==> config.mk <==
export PLATFORM = sky130hd
export DESIGN_NAME = link_slave_rx_flat
export DESIGN_NICKNAME = d
export VERILOG_FILES = /design/src/rtl/link_pkg.sv /design/src/rtl/link_slave_rx_if.sv /design/src/rtl/link_rx_outbuf.sv /design/src/rtl/link_slave_rx.sv /design/src/flat_wrapper.sv
export SDC_FILE = /design/constraint.sdc
export NUM_CORES = 1
export LEC_CHECK = 0
export ABC_AREA = 1
export CAP_MARGIN = 20
export CORE_MARGIN = 3
export CORE_UTILIZATION = 50
export DETAILED_ROUTE_END_ITERATION = 7
export GPL_TIMING_DRIVEN = 0
export PLACE_DENSITY = 0.71
export SLEW_MARGIN = 30
export SYNTH_ARGS = -nofsm -noshare
export SYNTH_HDL_FRONTEND = slang
export SYNTH_SLANG_ARGS = --single-unit
==> constraint.sdc <==
create_clock -name clk -period 2 [get_ports clk]
set_input_delay 0.4 -clock clk [delete_from_list [all_inputs] [get_ports clk]]
set_output_delay 0.4 -clock clk [all_outputs]
set_load 0.01 [all_outputs]
==> src/rtl/link_pkg.sv <==
// Shared types and constants for the req/ack byte link receive path.
// Holds the rx state enum, byte width, sequence pattern and default burst length.
package link_pkg;

  localparam int LINK_BYTE_W = 8;
  localparam logic [3:0] LINK_PATTERN_HI = 4'hA;
  localparam int LINK_BURST_LEN_DEF = 4;

  typedef enum logic [1:0] {
    IDLE  = 2'd0,
    DELAY = 2'd1,
    ACK   = 2'd2
  } rx_state_t;

  // Byte k of a well-formed burst.
  function automatic logic [LINK_BYTE_W-1:0] link_seq_byte(input int k);
    logic [1:0] k_lo;
    k_lo = k[1:0];
    return {LINK_PATTERN_HI, 2'b00, k_lo};
  endfunction

endpackage

==> src/rtl/link_slave_rx_if.sv <==
// 4-phase req/ack byte link: master drives req/data/done_in, slave returns ack.
interface link_slave_rx_if;
  import link_pkg::*;

  logic                   req;
  logic [LINK_BYTE_W-1:0] data;
  logic                   done_in;
  logic                   ack;

  modport master (output req, output data, output done_in, input ack);
  modport slave  (input req, input data, input done_in, output ack);
endinterface

==> src/rtl/link_rx_outbuf.sv <==
// Output holding register with valid/ready; a load on the handshake edge wins,
// so the register stays valid with the new word. Data is frozen while valid and unaccepted.
module link_rx_outbuf #(
  parameter int WIDTH = 32
) (
  input  logic             clk,
  input  logic             rst,
  input  logic             load,
  input  logic [WIDTH-1:0] load_data,
  output logic [WIDTH-1:0] word_data,
  output logic             word_valid,
  input  logic             word_ready
);

  always_ff @(posedge clk) begin
    if (rst) begin
      word_data  <= '0;
      word_valid <= 1'b0;
    end else if (load) begin
      word_data  <= load_data;
      word_valid <= 1'b1;
    end else if (word_valid && word_ready) begin
      word_valid <= 1'b0;
    end
  end

endmodule

==> src/rtl/link_slave_rx.sv <==
// Link slave receiver: ack rises ACK_DELAY+1 cycles after req, BURST_LEN bytes form one word;
// the last byte of a burst stalls while the previous word is unaccepted. LINK_RX_SEQCHK_EN adds seq/frame checks.
module link_slave_rx
  import link_pkg::*;
#(
  parameter int BURST_LEN = LINK_BURST_LEN_DEF,
  parameter int ACK_DELAY = 1
) (
  input  logic                     clk,
  input  logic                     rst,
  link_slave_rx_if.slave           lnk,
  output logic [8*BURST_LEN-1:0]   word_data,
  output logic                     word_valid,
  input  logic                     word_ready,
  output logic [7:0]               burst_count,
  output logic                     seq_err,
  output logic                     frame_err
);

  localparam int CW = $clog2(BURST_LEN);
  localparam int DW = $clog2(ACK_DELAY + 1);
  localparam int WW = LINK_BYTE_W * BURST_LEN;

  rx_state_t       state;
  logic            ack_q;
  logic [CW-1:0]   byte_cnt;
  logic [DW-1:0]   dly_cnt;
  logic [WW-1:0]   asm_q;
  logic [WW-1:0]   asm_next;
  logic            last_byte;
  logic            last_dly;
  logic            blocked;
  logic            capture;
  logic            load;

  assign last_byte = (byte_cnt == CW'(BURST_LEN - 1));
  assign last_dly  = (dly_cnt == DW'(ACK_DELAY - 1));
  assign blocked   = last_byte && word_valid && !word_ready;
  assign capture   = (state == DELAY) && lnk.req && last_dly;
  assign load      = capture && last_byte;
  assign lnk.ack   = ack_q;

  always_comb begin
    asm_next = asm_q;
    asm_next[byte_cnt*LINK_BYTE_W +: LINK_BYTE_W] = lnk.data;
  end

  always_ff @(posedge clk) begin
    if (rst) begin
      state       <= IDLE;
      ack_q       <= 1'b0;
      byte_cnt    <= '0;
      dly_cnt     <= '0;
      asm_q       <= '0;
      burst_count <= '0;
    end else begin
      case (state)
        IDLE: begin
          if (lnk.req && !blocked) begin
            state   <= DELAY;
            dly_cnt <= '0;
          end
        end
        DELAY: begin
          // A req drop before capture abandons the byte without touching byte_cnt.
          if (!lnk.req) begin
            state <= IDLE;
          end else if (last_dly) begin
            state    <= ACK;
            ack_q    <= 1'b1;
            asm_q    <= asm_next;
            byte_cnt <= last_byte ? '0 : byte_cnt + CW'(1);
            if (last_byte) burst_count <= burst_count + 8'd1;
          end else begin
            dly_cnt <= dly_cnt + DW'(1);
          end
        end
        ACK: begin
          if (!lnk.req) begin
            state <= IDLE;
            ack_q <= 1'b0;
          end
        end
        default: begin
          state <= IDLE;
          ack_q <= 1'b0;
        end
      endcase
    end
  end

  link_rx_outbuf #(.WIDTH(WW)) u_outbuf (
    .clk        (clk),
    .rst        (rst),
    .load       (load),
    .load_data  (asm_next),
    .word_data  (word_data),
    .word_valid (word_valid),
    .word_ready (word_ready)
  );

`ifdef LINK_RX_SEQCHK_EN
  logic seq_q;
  logic frame_q;

  always_ff @(posedge clk) begin
    if (rst) begin
      seq_q   <= 1'b0;
      frame_q <= 1'b0;
    end else begin
      if (capture && (lnk.data != link_seq_byte(int'(byte_cnt)))) seq_q <= 1'b1;
      // A byte in flight in DELAY counts as a partial burst even at byte_cnt 0.
      if (lnk.done_in && ((byte_cnt != '0) || (state == DELAY))) frame_q <= 1'b1;
    end
  end

  assign seq_err   = seq_q;
  assign frame_err = frame_q;
`else
  logic unused_done_in;
  assign unused_done_in = lnk.done_in;
  assign seq_err   = 1'b0;
  assign frame_err = 1'b0;
`endif

endmodule

==> src/flat_wrapper.sv <==
// flat-port wrapper written by rule: the top's interface ports become plain ports
module link_slave_rx_flat import link_pkg::*;
#(
  parameter int BURST_LEN = LINK_BURST_LEN_DEF,
  parameter int ACK_DELAY = 1
)
  (clk, rst, word_data, word_valid, word_ready, burst_count, seq_err, frame_err, lnk_req, lnk_data, lnk_done_in, lnk_ack);
  link_slave_rx_if lnk_i ();
  input  logic clk;
  input  logic rst;
  output logic [8*BURST_LEN-1:0] word_data;
  output logic word_valid;
  input  logic word_ready;
  output logic [7:0] burst_count;
  output logic seq_err;
  output logic frame_err;
  input wire logic [$bits(lnk_i.req)-1:0] lnk_req;
  input wire logic [$bits(lnk_i.data)-1:0] lnk_data;
  input wire logic [$bits(lnk_i.done_in)-1:0] lnk_done_in;
  output wire logic [$bits(lnk_i.ack)-1:0] lnk_ack;
  assign lnk_i.req = lnk_req;
  assign lnk_i.data = lnk_data;
  assign lnk_i.done_in = lnk_done_in;
  assign lnk_ack = lnk_i.ack;
  link_slave_rx #(.BURST_LEN(BURST_LEN), .ACK_DELAY(ACK_DELAY)) u_core (.clk(clk), .rst(rst), .lnk(lnk_i), .word_data(word_data), .word_valid(word_valid), .word_ready(word_ready), .burst_count(burst_count), .seq_err(seq_err), .frame_err(frame_err));
endmodule
==> Word level (Yosys, flattened, before mapping) <==
Index checks and enable logic that the tools add are counted.
{ "totals": {"input_bits": 13, "elab_cells": 58, "regBits": 79, "out_inout_bits": 44} }
{ "classes": {"add_sub_neg": 4, "n_reduce_logical": 17, "shifts": 2, "mux": 17, "bitwise": 2, "n_eq_ne": 8} }
{ "op_table": {"columns": ["operator", "count"], "rows": [
  ["negator 5 -> 34 bit", 1],
  ["variable shift 8 x 34 -> 32 bit (first input constant)", 1],
  ["indexed part select 8 x 34 -> 32 bit", 1],
  ["bitwise mux 32 bit", 1],
  ["two-way mux 2 bit", 5],
  ["AND reduction 3 bit", 3],
  ["adder 8 x 1 -> 8 bit (second input constant)", 1],
  ["two-way mux 1 bit", 8],
  ["AND reduction 4 bit", 2],
  ["logical AND 1 bit", 7],
  ["!= test 2 bit (second input constant)", 3],
  ["one-hot mux 2 bit (3 select lines)", 1],
  ["== test 2 bit (second input constant)", 2],
  ["nonzero test 2 bit", 2],
  ["!= test 3 bit (second input constant)", 1],
  ["one-hot mux 1 bit (3 select lines)", 1],
  ["adder 2 x 1 -> 2 bit (second input constant)", 1],
  ["== test 2 x 1 -> 1 bit (second input constant)", 1],
  ["logical NOT 1 bit", 2],
  ["logical NOT 2 bit", 1],
  ["!= test 2 x 1 -> 1 bit (second input constant)", 1],
  ["NOT 1 bit", 2],
  ["one-hot mux 1 bit (2 select lines)", 1],
  ["adder 1 bit (second input constant)", 1]
]} }

==> Depth between registers and ports, before layout <==
{ "logic_depth": {"depth_word": 7, "ltp_mapped": 11, "depth_no_buf": 9} }

==> Hierarchy <==
From an unflattened synthesis, not the netlist that was laid out.
{ "hier_totals": {"hier_cells": 528, "hier_area_um2": 3673.5} }
{ "modules_own_cells": {"columns": ["mod", "cells_per_inst", "area_each_um2", "instances", "seq_area_each_um2"], "rows": [
  ["link_slave_rx", 385, 2521.2, 1, 900.9],
  ["link_rx_outbuf", 143, 1152.4, 1, 660.6]
]} }

==> Worst setup path after synthesis <==
No wires, ideal clock.
{ "synth_path": {"path_type": "register to register", "startpoint": "reg u_core.byte_cnt[0]", "endpoint": "reg u_core.u_outbuf.word_data[6]", "arrival_ps": 1580, "n_path_buf": 0, "path_slack_ps": 356, "synth_period_minus_slack_ps": 1644, "path_stages_with_launch": 8, "setup_time_ps": 64, "path_cell_list": "dfxtp_1 > inv_2 > ha_1 > nor2_1 > nand4_1 > o21ai_0 > nor2_1 > nor2_1"} }
{ "synth_via": {"elab_chain_cells": 3, "word_cells_on_any_way": 6} }
{ "synth_lines": {"columns": ["item", "line_no", "source"], "rows": [
  ["start: declaration", "link_slave_rx.sv:26", "logic [CW-1:0] byte_cnt;"],
  ["start signal: assignment", "link_slave_rx.sv:72", "byte_cnt <= last_byte ? '0 : byte_cnt + CW'(1);"],
  ["negator 5 -> 34 bit", "link_slave_rx.sv:45", "asm_next[byte_cnt*LINK_BYTE_W +: LINK_BYTE_W] = lnk.data;"],
  ["indexed part select 8 x 34 -> 32 bit or variable shift 8 x 34 -> 32 bit (tied branches)", "link_slave_rx.sv:45", null],
  ["bitwise mux 32 bit", "link_slave_rx.sv:45", null],
  ["end signal: assignment", "link_rx_outbuf.sv:20", "word_data <= load_data;"],
  ["end: declaration", "link_rx_outbuf.sv:10", "output logic [WIDTH-1:0] word_data,"]
]} }
Several ways; a longest one is shown, not always the timed one.
A chain may end at the register's enable or synchronous reset.

==> Final worst setup path <==
{ "layout_path": {"startpoint": "reg u_core.byte_cnt[0]", "endpoint": "reg u_core.u_outbuf.word_data[8]"} }
Same word-level chain as after synthesis.

==> run metrics <==
PwrDens 669 nW/um2; I/O pins 57; core area 7330 um2; Seq/Total Area, Yosys 41.0%; final std cells w/o fill 715; Peak supply drop 382 uV; critical path endpoint category flip-flop; CP bufs+invs 1; Rel. slew slack 64.5%; GP Congestion 0.894; Hold WC Path Type flip-flop to flip-flop; cell family with most CP delay simple AND/OR/NAND/NOR gates; area growth from synthesis to layout 22.3%; gr usage total 22.0%; Most used DFF post-synth dfxtp_1; Final #Nets 631; largest net degree at the start of global routing 14; Place WS -13.7 ps; worst-skew pair later-pin latency 340 ps; CP max-delay cell dfxtp_4; layout cells sized above 1 7.79%; CP Class flip-flop to flip-flop; detailed-route via count 3635; post-synth top area share 41.0%; Synth Cell Area 3810 um2; Max-cap violations 0; CP cell instances inv_2, ha_1, nand2_1, nor2_4, nand2_1, o21ai_0, nor2_1, nor2_1; YS warnings 0; Core Rows 31; Port Buffer Count 53; Static Leak 2.10 nW; clk_skew 9.23 ps; Reg clk slew, reported paths 80 ps; Root Driver clkbuf_8; area of the multi-input gates 1750 um2; Initial Utilization 52.0%; final wirelength 9240 um; Post-Syn Instances 546; status finished, final reports clean; fill count 660; Final Cell Area 4660 um2; WP data arrival 2080 ps; RSZ-0062 raised after global routing no; min Tclk post-route 1790 ps; initial antenna violation count 0; top cells by count, synth nand2_1, inv_1, dfxtp_1; fmax 0.557 GHz; Req. time, crit path 2280 ps; top layer in use met4; CTS Buf Count 9; Final setup viols 0; M1 wire length 4440 um; maximum fanout along the worst path 11; asr flop ratio synth 0%; count of cell types in the netlist 26; Die X-Extent 93.3 um; hold-fix buffers at CTS 0; Final Max Slew Viols 0; Post-synth EDFFs 0; DR pass1 iterations 5; Detail Placement HPWL 6820 um; final period utilization 89.7%; Yosys reg bits 78; vias per cell 5.08; CTS tree built; routed wl met2 4130 um; clock sinks 78; synth top area cells dfxtp_1, nand2_1, inv_1, o211ai_1, nor2_1; crit path launch type flip-flop; vias in the first global route 3266; initial DRC count 277; dpl cells 699; slowest stage delay, CP 410 ps; pin slew with the least headroom to its limit 533 ps; register area 1570 um2; Detail Route Antenna Nets 0; Hold Fails Final Rpt 0; DRC viols 0; full die area 8710 um2; first-pass GRT wire length 15500 um; Final Worst Setup Slack 205 ps; area of placed instances 4470 um2; gr ovfl total 0; syn avg cell area 6.98 um2; CTS HTree Levels 3; Die Y 93.3 um; WL per Instance 12.9 um; metal3 WL 519 um; top-count cell post-synth nand2_1; CTS max path bufs 2; postcts setup bufs 0; largest area contributor in the netlist dfxtp_1; Ant. Diodes 0
-- cell usage in the layout, fill, tap and decap left out, drive strengths merged --
cell type / Yosys / layout
o21a: 20 / 20
nand2: 107 / 107
o211ai: 33 / 33
inv: 94 / 94
nand4: 17 / 17
nor2: 69 / 69
o21ai: 27 / 27
clkinv: 1 / 2
xor2: 1 / 1
dfxtp: 78 / 78
nor3b: 1 / 1
buf: 20 / 20
a21oi: 36 / 36
nand3: 21 / 21
ha: 7 / 7
clkdlybuf4s50: 0 / 53
clkbuf: 12 / 23
conb: 1 / 2
a211oi: 1 / 1
clkinvlp: 0 / 4
-- worst paths after layout --
path / startpoint / end / slack [ps] / cells after the start
worst max-delay path: u_core.byte_cnt[0] / u_core.u_outbuf.word_data[8] / 210 / 8
worst min-delay path: u_core.u_outbuf.word_valid / u_core.u_outbuf.word_valid / 500 / 2
worst max register to register: u_core.byte_cnt[0] / u_core.u_outbuf.word_data[8] / 210 / 8
worst min register to register: u_core.u_outbuf.word_valid / u_core.u_outbuf.word_valid / 500 / 2
-- worst reg2reg max path, delay by kind of cell, from the launching register on --
| kind | cells | cell delay, ps |
|---|---|---|
| simple gates | 5 | 630 |
| buf+inv | 1 | 120 |
| fa+ha+maj | 1 | 410 |
| compound gates | 1 | 160 |
| flops | 1 | 410 |
-- area by class of cell --
class | instances | area share, %
Buffer | 32 | 3.41
Clock buffer | 11 | 3.03
Clock inverter | 5 | 0.751
Inverter | 95 | 7.65
Multi-Input combinational cell | 342 | 37.6
Sequential cell | 78 | 33.6
Tap cell | 99 | 2.66
Timing Repair Buffer | 53 | 11.4
-- registers in the layout (all words and copies together) (netlist names) --
register	count
u_core.byte_cnt	2
u_core.state	2
u_core.lnk.ack	1
u_core.u_outbuf.word_valid	1
u_core.u_outbuf.word_data	32
u_core.asm_q	32
u_core.burst_count	8
-- per-stage QoR --
step                TNS [ps]  power, mW  hold WS [ps]  util, %
floorplan                  0       1.97           504        -
global placement           0       2.07           489     61.0
detailed placement     -13.7       2.08           489     61.0
CTS                        0       3.13           501     63.4
global route               0       3.27           523     63.6
finish                     0       3.12           496     63.6
-- repair_timing --
item / CTS / global route
endpoints found under the hold margin: 0 / 0
setup endpoints to repair: 0 / 64
resized for setup: 0 / 5
-- kinds of logic (layout without fill, tap and decap cells) --
group | after synthesis | count (layout) | share of synthesized area (%)
simple gates | 215 | 215 | 24.0
buf+inv | 127 | 196 | 13.5
compound gates | 117 | 117 | 18.9
flops | 78 | 78 | 41.0
fa+ha+maj | 7 | 7 | 2.30
other cells | 1 | 2 | 0.0984
xor+xnor | 1 | 1 | 0.230
-- power breakdown --
group          leakage [nW]  switching [mW]  internal [mW]  total [mW]
logic                  1.39           0.277          0.147       0.425
clock network        0.0776           0.578          0.483        1.06
registers             0.633          0.0264           1.61        1.63
-- routing by layer --
layer	track usage [%]	up-vias
met5	0	-
met4	7.45	0
met3	2.98	15
met2	33.7	123
met1	31.9	1633
li1	-	1864
Power figures use the tool's default switching activity.
